File: config.mk
export PLATFORM = sky130hd
export DESIGN_NAME = mips_fetch_unit
export DESIGN_NICKNAME = d
export VERILOG_FILES = /design/src/rtl/mips_pkg.sv /design/src/rtl/mips_fetch_fifo.sv /design/src/rtl/mips_fetch_unit.sv
export SDC_FILE = /design/constraint.sdc
export NUM_CORES = 1
export LEC_CHECK = 0
export ABC_AREA = 1
export BUFFER_PORTS_ARGS = -buffer_cell sky130_fd_sc_hd__buf_4
export CAP_MARGIN = 10
export CORE_ASPECT_RATIO = 2
export CORE_MARGIN = 2
export CORE_UTILIZATION = 24
export DETAILED_ROUTE_END_ITERATION = 8
export MAX_ROUTING_LAYER = met4
export PLACE_DENSITY = 0.43
export SYNTH_ARGS = -nofsm -noshare
export SYNTH_HDL_FRONTEND = slang
export SYNTH_HIERARCHICAL = 1
export SYNTH_SLANG_ARGS = --single-unit
File: constraint.sdc
create_clock -name clk -period 3.88 [get_ports clk]
set_input_delay 0.776 -clock clk [delete_from_list [all_inputs] [get_ports clk]]
set_output_delay 0.776 -clock clk [all_outputs]
set_load 0.01 [all_outputs]
File: src/rtl/mips_pkg.sv
// rtl/mips_pkg.sv - shared MIPS core constants, widths and fetch FSM state type
package mips_pkg;

    localparam int PC_W   = 8;
    localparam int INST_W = 32;
    localparam int DATA_W = 8;

    localparam logic [5:0] OP_LW    = 6'd35;
    localparam logic [5:0] OP_ADDIU = 6'd9;
    localparam logic [5:0] OP_BEQ   = 6'd4;
    localparam logic [5:0] OP_BNE   = 6'd5;
    localparam logic [5:0] OP_JAL   = 6'd3;
    localparam logic [5:0] OP_J     = 6'd2;

    localparam logic [5:0] FN_ADDU  = 6'd33;
    localparam logic [5:0] FN_SLT   = 6'd42;
    localparam logic [5:0] FN_JR    = 6'd8;

    typedef enum logic [1:0] {
        ST_IDLE = 2'd0,
        ST_RUN  = 2'd1,
        ST_END  = 2'd2
    } fetch_state_t;

endpackage

File: src/rtl/mips_fetch_fifo.sv
// rtl/mips_fetch_fifo.sv - synchronous prefetch FIFO of {pc, inst} entries
module mips_fetch_fifo #(
    parameter int W     = 40,
    parameter int DEPTH = 2,
    parameter int CNT_W = $clog2(DEPTH + 1)
) (
    input  logic             clk,
    input  logic             rst_n,
    input  logic             push,
    input  logic [W-1:0]     push_data,
    input  logic             pop,
    input  logic             flush,
    output logic [W-1:0]     head_data,
    output logic [CNT_W-1:0] count,
    output logic             full,
    output logic             empty
);

    localparam int PTR_W = (DEPTH > 1) ? $clog2(DEPTH) : 1;

    logic [W-1:0]     slots [DEPTH];
    logic [PTR_W-1:0] wr_ptr;
    logic [PTR_W-1:0] rd_ptr;
    logic             do_push;
    logic             do_pop;

    function automatic logic [PTR_W-1:0] next_ptr(input logic [PTR_W-1:0] p);
        return (p == PTR_W'(DEPTH - 1)) ? '0 : p + 1'b1;
    endfunction

    assign empty     = (count == '0);
    assign full      = (count == CNT_W'(DEPTH));
    assign do_pop    = pop && !empty;
    // A full FIFO still accepts a push when the head leaves on the same edge.
    assign do_push   = push && (!full || do_pop);
    assign head_data = slots[rd_ptr];

    always_ff @(posedge clk) begin
        if (!rst_n) begin
            wr_ptr <= '0;
            rd_ptr <= '0;
            count  <= '0;
            for (int i = 0; i < DEPTH; i++) begin
                slots[i] <= '0;
            end
        end else if (flush) begin
            wr_ptr <= '0;
            rd_ptr <= '0;
            count  <= '0;
        end else begin
            if (do_push) begin
                slots[wr_ptr] <= push_data;
                wr_ptr        <= next_ptr(wr_ptr);
            end
            if (do_pop) begin
                rd_ptr <= next_ptr(rd_ptr);
            end
            case ({do_push, do_pop})
                2'b10:   count <= count + 1'b1;
                2'b01:   count <= count - 1'b1;
                default: count <= count;
            endcase
        end
    end

endmodule

File: src/rtl/mips_fetch_unit.sv
// rtl/mips_fetch_unit.sv - instruction memory, prefetch and redirect front end
module mips_fetch_unit #(
    parameter int IMEM_DEPTH = 11,
    parameter int PC_W       = mips_pkg::PC_W,
    parameter int INST_W     = mips_pkg::INST_W,
    parameter int FIFO_DEPTH = 2
) (
    input  logic              clk,
    input  logic              rst_n,
    input  logic              load_en,
    input  logic [PC_W-1:0]   load_addr,
    input  logic [INST_W-1:0] load_data,
    input  logic              start,
    output logic              inst_valid,
    input  logic              inst_ready,
    output logic [INST_W-1:0] inst,
    output logic [PC_W-1:0]   inst_pc,
    input  logic              redir_valid,
    input  logic [PC_W-1:0]   redir_pc,
    output logic              done
);

    import mips_pkg::*;

    localparam int CNT_W = $clog2(FIFO_DEPTH + 1);
    localparam int AW    = (IMEM_DEPTH > 1) ? $clog2(IMEM_DEPTH) : 1;
    localparam logic [PC_W-1:0] END_PC   = PC_W'(IMEM_DEPTH);
    localparam logic [CNT_W:0]  FIFO_CAP = (CNT_W + 1)'(FIFO_DEPTH);

    fetch_state_t state;
    fetch_state_t state_next;

    logic [INST_W-1:0]      mem [IMEM_DEPTH];
    logic [PC_W-1:0]        fetch_pc;
    logic [PC_W-1:0]        rd_pc;
    logic                   inflight;
    logic                   done_q;

    logic                   redirect;
    logic                   issue;
    logic                   load_write;
    logic                   fifo_push;
    logic                   fifo_pop;
    logic                   fifo_full;
    logic                   fifo_empty;
    logic [CNT_W-1:0]       fifo_count;
    logic [PC_W+INST_W-1:0] head;
    logic [CNT_W:0]         occupancy;

    // Entries already committed to the FIFO after this edge; counting the pop
    // lets a new read go out every cycle while the core drains at full rate.
    assign fifo_pop  = inst_valid && inst_ready;
    assign occupancy = {1'b0, fifo_count} + {{CNT_W{1'b0}}, inflight}
                     - {{CNT_W{1'b0}}, fifo_pop};

    always_comb begin
        state_next = state;
        redirect   = 1'b0;
        issue      = 1'b0;
        load_write = 1'b0;
        unique case (state)
            ST_IDLE: begin
                load_write = load_en && (load_addr < END_PC);
                if (start) begin
                    state_next = ST_RUN;
                end
            end
            ST_RUN, ST_END: begin
                if (redir_valid) begin
                    redirect   = 1'b1;
                    state_next = ST_RUN;
                end else if (state == ST_RUN) begin
                    issue = (fetch_pc < END_PC) && (occupancy < FIFO_CAP);
                    if ((fetch_pc >= END_PC) && !inflight && fifo_empty) begin
                        state_next = ST_END;
                    end
                end
            end
            default: state_next = ST_IDLE;
        endcase
    end

    assign fifo_push = inflight && !redirect;

    always_ff @(posedge clk) begin
        if (!rst_n) begin
            state  <= ST_IDLE;
            done_q <= 1'b0;
        end else begin
            state  <= state_next;
            done_q <= (state_next == ST_END);
        end
    end

    always_ff @(posedge clk) begin
        if (!rst_n) begin
            fetch_pc <= '0;
            rd_pc    <= '0;
            inflight <= 1'b0;
        end else if (redirect) begin
            fetch_pc <= redir_pc;
            inflight <= 1'b0;
        end else begin
            inflight <= issue;
            if (issue) begin
                rd_pc    <= fetch_pc;
                fetch_pc <= fetch_pc + 1'b1;
            end
        end
    end

    always_ff @(posedge clk) begin
        if (rst_n && load_write) begin
            mem[load_addr[AW-1:0]] <= load_data;
        end
    end

    mips_fetch_fifo #(
        .W     (PC_W + INST_W),
        .DEPTH (FIFO_DEPTH),
        .CNT_W (CNT_W)
    ) u_fifo (
        .clk       (clk),
        .rst_n     (rst_n),
        .push      (fifo_push),
        .push_data ({rd_pc, mem[rd_pc[AW-1:0]]}),
        .pop       (fifo_pop),
        .flush     (redirect),
        .head_data (head),
        .count     (fifo_count),
        .full      (fifo_full),
        .empty     (fifo_empty)
    );

    assign inst_valid = !fifo_empty;
    assign inst       = head[INST_W-1:0];
    assign inst_pc    = head[PC_W+INST_W-1:INST_W];
    assign done       = done_q;

endmodule

; ---- Yosys cells after proc, flatten, opt, wreduce, memory -nomap -nowiden
; Memories as Yosys holds them, arrays and structs flattened. A register that Yosys moved wholly into a read port is not among the register bits.
; Index checks and enable logic that the tools add are counted.
[totals]
elab_cells = 81
reg_bits = 24
output_inout_bits = 42
mem_count = 2
ram_bits = 432
[classes]
eq_ne = 6
muxes = 30
magnitude_cmp = 4
n_addsub = 7
n_bitwise = 2
reduce_logical = 22
[memory_table]
columns = name, words, width, rd, rd_clocked_by_memory_dff, wr, line
row1 = mem, 11, 32, 1, 1, 1, mips_fetch_unit.sv:33  ; logic [INST_W-1:0] mem [IMEM_DEPTH];
row2 = u_fifo.slots, 2, 40, 1, 1, 2, mips_fetch_fifo.sv:21  ; logic [W-1:0] slots [DEPTH];
[ops]
columns = operator, n
row1 = $mux 40, 1
row2 = $reduce_or 40->1, 1
row3 = $mux 1, 19
row4 = $lt 8x4->1 const B, 2
row5 = $mux 8, 2
row6 = $logic_and 1x1->1, 9
row7 = $add 8x1->8 const B, 1
row8 = $eq 2x2->1 const B, 4
row9 = $ge 8x4->1 const B, 1
row10 = $mux 2, 4
row11 = $mux 4, 2
row12 = $pmux 2 s2, 2
row13 = $eq 2x1->1 const B, 2
row14 = $logic_not 1->1, 4
row15 = $logic_not 2->1, 2
row16 = $reduce_bool 2->1, 2
row17 = $reduce_or 2->1, 2
row18 = $add 2x1->3, 1
row19 = $lt 3x2->1 const B, 1
row20 = $sub 3x1->3, 1
row21 = $add 1x1->1 const B, 2
row22 = $add 2x1->2 const B, 1
row23 = $not 1->1, 2
row24 = $reduce_and 2->1, 1
row25 = 2 further kinds, 2

; ---- Depth between registers and ports, before layout
; Gate-level depths: netlist (run 1).
[logic_depth]
depth_word = 12
depth_mapped = 15
mapped_depth_nobuf = 15

; ---- Hierarchy
; The synthesis (run 1) kept the hierarchy.
[by_module_without_submodules]
columns = mod, n_inst, area_per_inst_um2, cells_per_inst
row1 = mips_fetch_unit, 1, 14995.6, 1169
row2 = mips_fetch_fifo, 1, 3762.4, 297

; ---- Worst setup path after synthesis (run 1)
; No wires, ideal clock.
[synth_path]
path_kind = input to register
from = input load_addr[7]
to = memory mem[0][0], enable pin
arrival_ns = 2.631
path_buffers = 0
slack_ns = 0.828
required_time_ns = 3.459
path_stages = 7
path_cell_list = nor2_1 nand3b_1 nor2_1 nand2_1 nor2_1 nand2_1 nor2_1
[synth_between]
elab_chain_len = 6
[synth_rtl]
columns = element, line
row1 = start: declaration, mips_fetch_unit.sv:11  ; input logic [PC_W-1:0] load_addr,
row2 = $lt 8x4->1, mips_fetch_unit.sv:63  ; load_write = load_en && (load_addr < END_PC);
row3 = $logic_and 1x1->1, mips_fetch_unit.sv:63
row4 = $mux 1, mips_fetch_unit.sv:61  ; unique case (state)
row5 = $logic_and 1x1->1, mips_fetch_unit.sv:113  ; if (rst_n && load_write) begin
row6 = $mux 1, mips_fetch_unit.sv:113
row7 = $mux 1 (not written as such), mips_fetch_unit.sv:114  ; mem[load_addr[AW-1:0]] <= load_data;
row8 = end: declaration, mips_fetch_unit.sv:33
; Every way passes these cells.

==> summary.md, run 1 <==
| Metric | Value |
|---|---|
| Unrepaired setup endpoints after global routing | false |
| Pwr dens | between 400 and 500 mW/mm2 |
| Global-route wire length before repair | 71500 um |
| Vert. Die Dim | 399 um |
| Final WL | 47800 um |
| Synth warn | 6 |
| Worst hold path class | reg2reg |
| Cell taking the most area after synthesis | edfxtp_1 |
| Flop pwr share | a little over half |
| Final Instance Count excl. Fillers | 2607 |
| Critical Path Sink Type | output pin |
| Num ports | 96 |
| Slew @ Worst Pin | 1.05 ns |
| IO buf count | 95 |
| Maximum clock path buffer count | 3 |
| Setup Skew | between 0.015 and 0.02 ns |
| Max-cap viol count | 0 |
| Post-CTS sizing | 0 |
| Max rail drop VDD | 0.255 mV |
| Die Area | slightly above 0.08 mm2 |
| Syn_area_per_cell | 12.8 um2 |
| Comb pwr share | approximately 5.5% |
| Clock Power Share | 40.8% |
| Final hold vios | 0 |
| Post-synth top area share | 69.2% |
| Worst min-delay path endpoint | rd_pc[7] |
| DR WL/cell | 18.3 um |
| Sequential area share after synthesis | 72.3% |
| CTS Buf Count | 42 |
| Crit-path max FO | 28 |
| Area of the mapped netlist | 0.0188 mm2 |
| Largest net degree at the start of global routing | 188 |
| Ys flop type | edfxtp_1 |
| Hold slack | 0.448 ns |
| CP required | roughly 3.1 ns |
| Worst skew pair latency | 0.56 ns |
| Core ar. | 0.0778 mm2 |
| Antenna viol nets, final | 0 |
| Yosys reg bits | between 400 and 500 |
| Initial cell density of the core | approximately a quarter |
| Std cell rows | approximately 150 |
| Synth Net Count | 1526 |
| Overall die width | 202 um |
| Fin crit share | 77.3% |
| Tmin final | 3.00 ns |
| Crit path DAT | 2.23 ns |
| HPWL after detailed placement | about 27000 um |
| R2r setup slk | 0.88 ns |
| Via density per instance | 4.30 |
| Initial antenna violation count | 2 |
| Post-CTS Hold Buffers | 0 |
| DR vias | between 10000 and 15000 |
| Fin worst setup slack | 0.879 ns |
| Final setup vio count | 0 |
| CTS H-Tree Depth | 2 |
| Drt pass-1 iters | 5 |
| Ys async rst share | 0% |
| Reg-to-Reg Start | state[0] |
| Tot GR Track Use | 12.1% |
| TritonCTS clock tree | yes |
| DRC | 0 |
| Leakage power | 7.56 nW |
| Dpl cells | around 2500 |
| Sink Count | 461 |
| Most frequent cells in the layout | 432 x edfxtp_1, 227 x nor2_1, 139 x nand2_1 |
| Placer Congestion | 0.747 |
| Fin Setup TNS | 0 ns |
| Hold Crit Start | rd_pc[7] |
| Commonest non-fill, non-tap cell in the layout | edfxtp_1 |
| Slew HR | between 20% and 30% |
| Post-synth EDFFs | 432 |
| Fin. max-slew vios | 0 |
| Startpoint Class | flop |
| P_sw | 2.22 mW |
| Share of cells above drive strength 1 | 16.9% |
| Clock root cell | clkbuf_16 |
| Pre-CTS WS | 0.719 ns |
| Largest cells by area after synthesis | edfxtp_1 69%, nor2_1 4.8%, o211ai_1 3.8% |
| Clock-pin slew on the worst setup and hold paths | 0.06 ns |
| DRT iter0 DRCs | 594 |
| Run status | finished clean |
| Final net count | 1604 |
| Worst reg2reg path endpoint | u_fifo/slots[0][25] |
| Vias in the first global route | 11387 |
| Yosys cell types | 35 |
| Worst R2R Path Depth | 10 |
| Hold depth | 2 |
| Crit Path Class | reg2out |
| Switching part of the total | 21.8% |
| GRT overflow | 0 |
| Syn Inst Count | 1466 |
| Peak Freq | 333 MHz |
| Post-synthesis to final-layout area growth | 16.7% |
| Power Internal | 7.99 mW |
| Post-CTS setup buffer count | 0 |
-- routing by layer --
metal  up-vias  part of all wire [%]  GRT usage (%)
met2       229                    52           22.2
met4         0                   2.4           3.78
met5         -                     0              -
met1      5567                    40           13.4
li1       5356                     -              -
met3        63                   4.8           2.03
-- worst max-delay path by stage --
stage / start / end / cells after the start
floorplan: load_addr[7] / mem[0][0] / 7
global placement: inst_ready / flop / 14
detailed placement: inst_ready / flop / 14
CTS: flop / inst[11] / 3
global route: u_fifo/count[1] / flop / 15
finish: flop / inst[11] / 3
-- kinds of logic (layout without fill, tap and decap cells) --
logic type	count (synthesis)	in the layout	share of synthesized area, %
fa+ha+maj	6	6	0.440
buf+inv	189	299	5.24
xor+xnor	1	1	0.0467
mux	40	40	2.40
simple gates	491	491	10.9
other cells	0	2	0
flops	461	461	72.3
compound gates	278	278	8.73
-- per-stage QoR --
step           cell area, um2  power (mW)  utilization, %
5_1_grt                 21900        10.6            28.1
2_1_floorplan           18800        5.93               -
3_3_place_gp            20500        6.16            26.4
6_report                21900        10.2            28.1
4_1_cts                 21900        10.4            28.1
3_5_place_dp            20500        6.17            26.4
-- registers in the layout (all words and copies together), names as in the netlist, 2 cells and up, named ones only --
name          count
fetch_pc          8
u_fifo/slots     80
state             2
rd_pc             8
mem             352
u_fifo/count      2
-- power by group through the flow --
stage          Sequential, mW  Clock, mW  Combinational [mW]
2_1_floorplan            5.59          0               0.336
3_3_place_gp             5.59          0               0.570
3_5_place_dp             5.60          0               0.578
4_1_cts                  5.49       4.31               0.581
5_1_grt                  5.49       4.47               0.634
6_report                 5.49       4.16               0.565
-- synthesized netlist by cell type, types with 2 or more instances --
master    count
inv_2         4
nand3b_1      2
buf_1         3
nand2_2       5
inv_1        97
mux2_2       40
nor2_2       20
buf_2        13
nor2_1      238
nand2_1     141
edfxtp_1    432
o21ai_0     101
a21oi_1      40
nand3_1      79
clkbuf_1     29
buf_4        15
o21ai_1      38
o211ai_1     96
or2_2         2
ha_1          5
buf_6        24
dfxtp_1      29
-- area by class of cell --
type	instances	area (um2)
Fill cell	7944	55900
Sequential cell	461	13600
Multi-Input combinational cell	816	4310
Tap cell	1029	1290
Clock buffer	58	1140
Timing Repair Buffer	120	988
Inverter	103	394
Clock inverter	18	204
Antenna cell	2	5.00
-- critical path: stages, from the launching register on --
cell	delay [ns]
dfxtp_2	0.80
buf_4	0.35
mux2_2	0.37
buf_4	0.15
(Power assumes the default switching activity.)
==> inputs of run 2 (changes only) <==
ABC_AREA = 0   (was 1)
PLACE_DENSITY = 0.45   (was 0.43)
clock period = 2.68 ns   (was 3.88 ns; I/O delays follow)
==> run 2 against run 1 <==
Clock power up 38%. Non-clock buffer count up 32. Critical endpoint is now fetch_pc[2]. Register-to-register slack worse by 0.65 ns. Synthesized cell count down 33%. Clock-buffer cell count down 6. Highest routed layer unchanged. Synthesized area down 3.9%.
==> summary.md, run 2 <==
| Metric | Value |
|---|---|
| Overall die width | 198 um (-1.9%) |
| CP required | 3.17 ns (+0.07 ns) |
| Peak Freq | between 400 and 500 MHz |
| Crit-path max FO | 2 (-93%) |
| Std cell rows | 142 (-2.1%) |
| Cell Chain, Critical Path | nor2_1 -> nor2b_2 -> ha_1 -> nand2b_1 -> fa_1 -> and4b_1 -> nand4_4 -> or4b_1 -> nand3b_1 |
| Num ports | 96 (unchanged) |
| Crit Path Class | reg2reg |
| Maximum clock path buffer count | 3 (unchanged) |
| Unrepaired setup endpoints after global routing | false |
| Tot GR Track Use | 11.6% (-0.56 points) |
| Share of cells above drive strength 1 | 29.2% (+12 points) |
| Initial cell density of the core | 24.2% (+0.052 points) |
| CTS Buf Count | 40 (-4.8%) |
| Initial antenna violation count | 2 (unchanged) |
| Core ar. | 0.0746 mm2 (-4.1%) |
| Final net count | 1187 (-26%) |
| Reg-to-Reg Start | u_fifo/count[1] |
| Clock-pin slew on the worst setup and hold paths | 0.07 ns (about the same) |
| Fillers | 7357 (-7.4%) |
| Max-cap viol count | 0 (unchanged) |
| Crit path DAT | 2.94 ns (+0.71 ns) |
| Synth warn | 6 (unchanged) |
| Startpoint Class | flop |
| Final Util | 29.2% (+1.1 points) |
| Vert. Die Dim | 392 um (-2.0%) |
| Slew @ Worst Pin | 0.554 ns (-0.498 ns) |
| CTS H-Tree Depth | 2 (unchanged) |
| Met3 GRT Util | 2.03% (about the same) |
| Hold Crit Start | load_data[14] |
| Die Area | 0.0774 mm2 (-3.9%) |
| Family with the most delay on the worst path | simple AND/OR/NAND/NOR gates |
| Global-route wire length before repair | 64000 um (-10%) |
| DR vias | 8991 (-20%) |
| Slowest cell on the critical path | or4b_1 |
| Worst path bufs/invs | 0 (-2) |
| Via density per instance | 4.29 (-0.38%) |
| TritonCTS clock tree | yes |
| Fin Setup TNS | 0 ns (unchanged) |
| Slew HR | 63.1% (+33 points) |
| Post-CTS setup buffer count | 0 (unchanged) |
| Syn Inst Count | 988 (-33%) |
| Clock root cell | clkbuf_16 |
| DRT iter0 DRCs | 383 (-36%) |
| Met1 Use GR | 12.6% (-0.76 points) |
| Dpl cells | 2021 (-20%) |
| Largest net degree at the start of global routing | 42 (-78%) |
| Sink Count | 461 (unchanged) |
| Largest register FFs | 352 (unchanged) |
| Pwr dens | 647 mW/mm2 (+39%) |
| Synth Net Count | 1048 (-31%) |
| Max rail drop VDD | 0.405 mV (+59%) |
| Final WL | 43100 um (-10%) |
| Final setup vio count | 0 (unchanged) |
| Syn_area_per_cell | 18.2 um2 (+43%) |
| CP max stage delay | 0.49 ns (-0.31 ns) |
| Most frequent cells in the layout | 432 x edfxtp_1, 129 x buf_4, 82 x and2_1 |
| Critical Path Sink Type | flop |
| Final Cell Area | 0.0218 mm2 (-0.52%) |
| HPWL after detailed placement | 27500 um (+1.2%) |
| Placed Area | 0.0205 mm2 (-0.22%) |
| Final hold vios | 0 (unchanged) |
| Area of the mapped netlist | 0.0180 mm2 (-3.9%) |
| GR Util met2 | 21.2% (-1.0 points) |
| Fin crit share | 91.3% |
| Critical Path Source | u_fifo/count[1] |
| Worst hold path class | in2reg |
| Worst skew pair latency | 0.57 ns (about the same) |
| Final Instance Count excl. Fillers | 2098 (-20%) |
| Post-synthesis to final-layout area growth | 20.8% |
| Post-CTS Hold Buffers | 0 (unchanged) |
| Fin. max-slew vios | 0 (unchanged) |
| Antenna viol nets, final | 0 (unchanged) |
| IO buf count | 95 (unchanged) |
| GRT overflow | 0 (unchanged) |
| Setup Skew | 0.0195 ns (+0.00352 ns) |
| Leakage power | 7.01 nW (-7.2%) |
| GRT Max-Usage Layer | met2 |
| DR WL/cell | 20.5 um (+12%) |
| DRC | 0 (unchanged) |
| Tmin final | 2.45 ns |
| Post-CTS sizing | 0 (unchanged) |
| Commonest non-fill, non-tap cell in the layout | edfxtp_1 |
| Drt pass-1 iters | 4 (-1) |
| Run status | finished clean |
| Placer Congestion | 0.729 (-2.4%) |
| Vias in the first global route | 9687 (-15%) |
## run 2: worst paths after layout
| check | depth (start not counted) | slack (ns) | end |
|---|---|---|---|
| max | 9 | 0.23 | fetch_pc[2] |
| min | 1 | 0.23 | mem[4][14] |
| max reg2reg | 9 | 0.23 | fetch_pc[2] |
| min reg2reg | 2 | 0.50 | fetch_pc[6] |
## run 2: cell type report
type	instances	area (um2)	area share, %
tap	936	1170	5.38
inverter	7	26.3	0.121
timing repair buffer	152	1430	6.56
antenna	3	7.51	0.0345
multi-input combinational	465	4310	19.8
clock inverter	22	171	0.787
clock buffer	52	1100	5.07
sequential	461	13600	62.3
## run 2: power by group
group          switching (mW)  leakage [nW]  internal, mW  total (mW)
Combinational           0.247          2.16         0.166       0.412
Sequential             0.0255          4.22          7.91        7.94
Clock                    2.62         0.628          3.12        5.74
## run 2: metrics by stage
stage	setup slack, ns	hold WS, ns	power, mW
final	0.233	0.228	14.1
after global routing	0.0158	0.216	14.5
after CTS	0.150	0.195	14.3
after detailed placement	-0.00858	0.497	8.52
after global placement	-0.0433	0.476	8.51
after floorplan	-0.499	0.458	8.26
## run 2: layer usage
layer  vias to the layer above  wire length [um]
met5                         -                 0
met4                         0               989
met3                        49              1950
met2                       169             23400
met1                      4619             16700
li1                       4154                 -
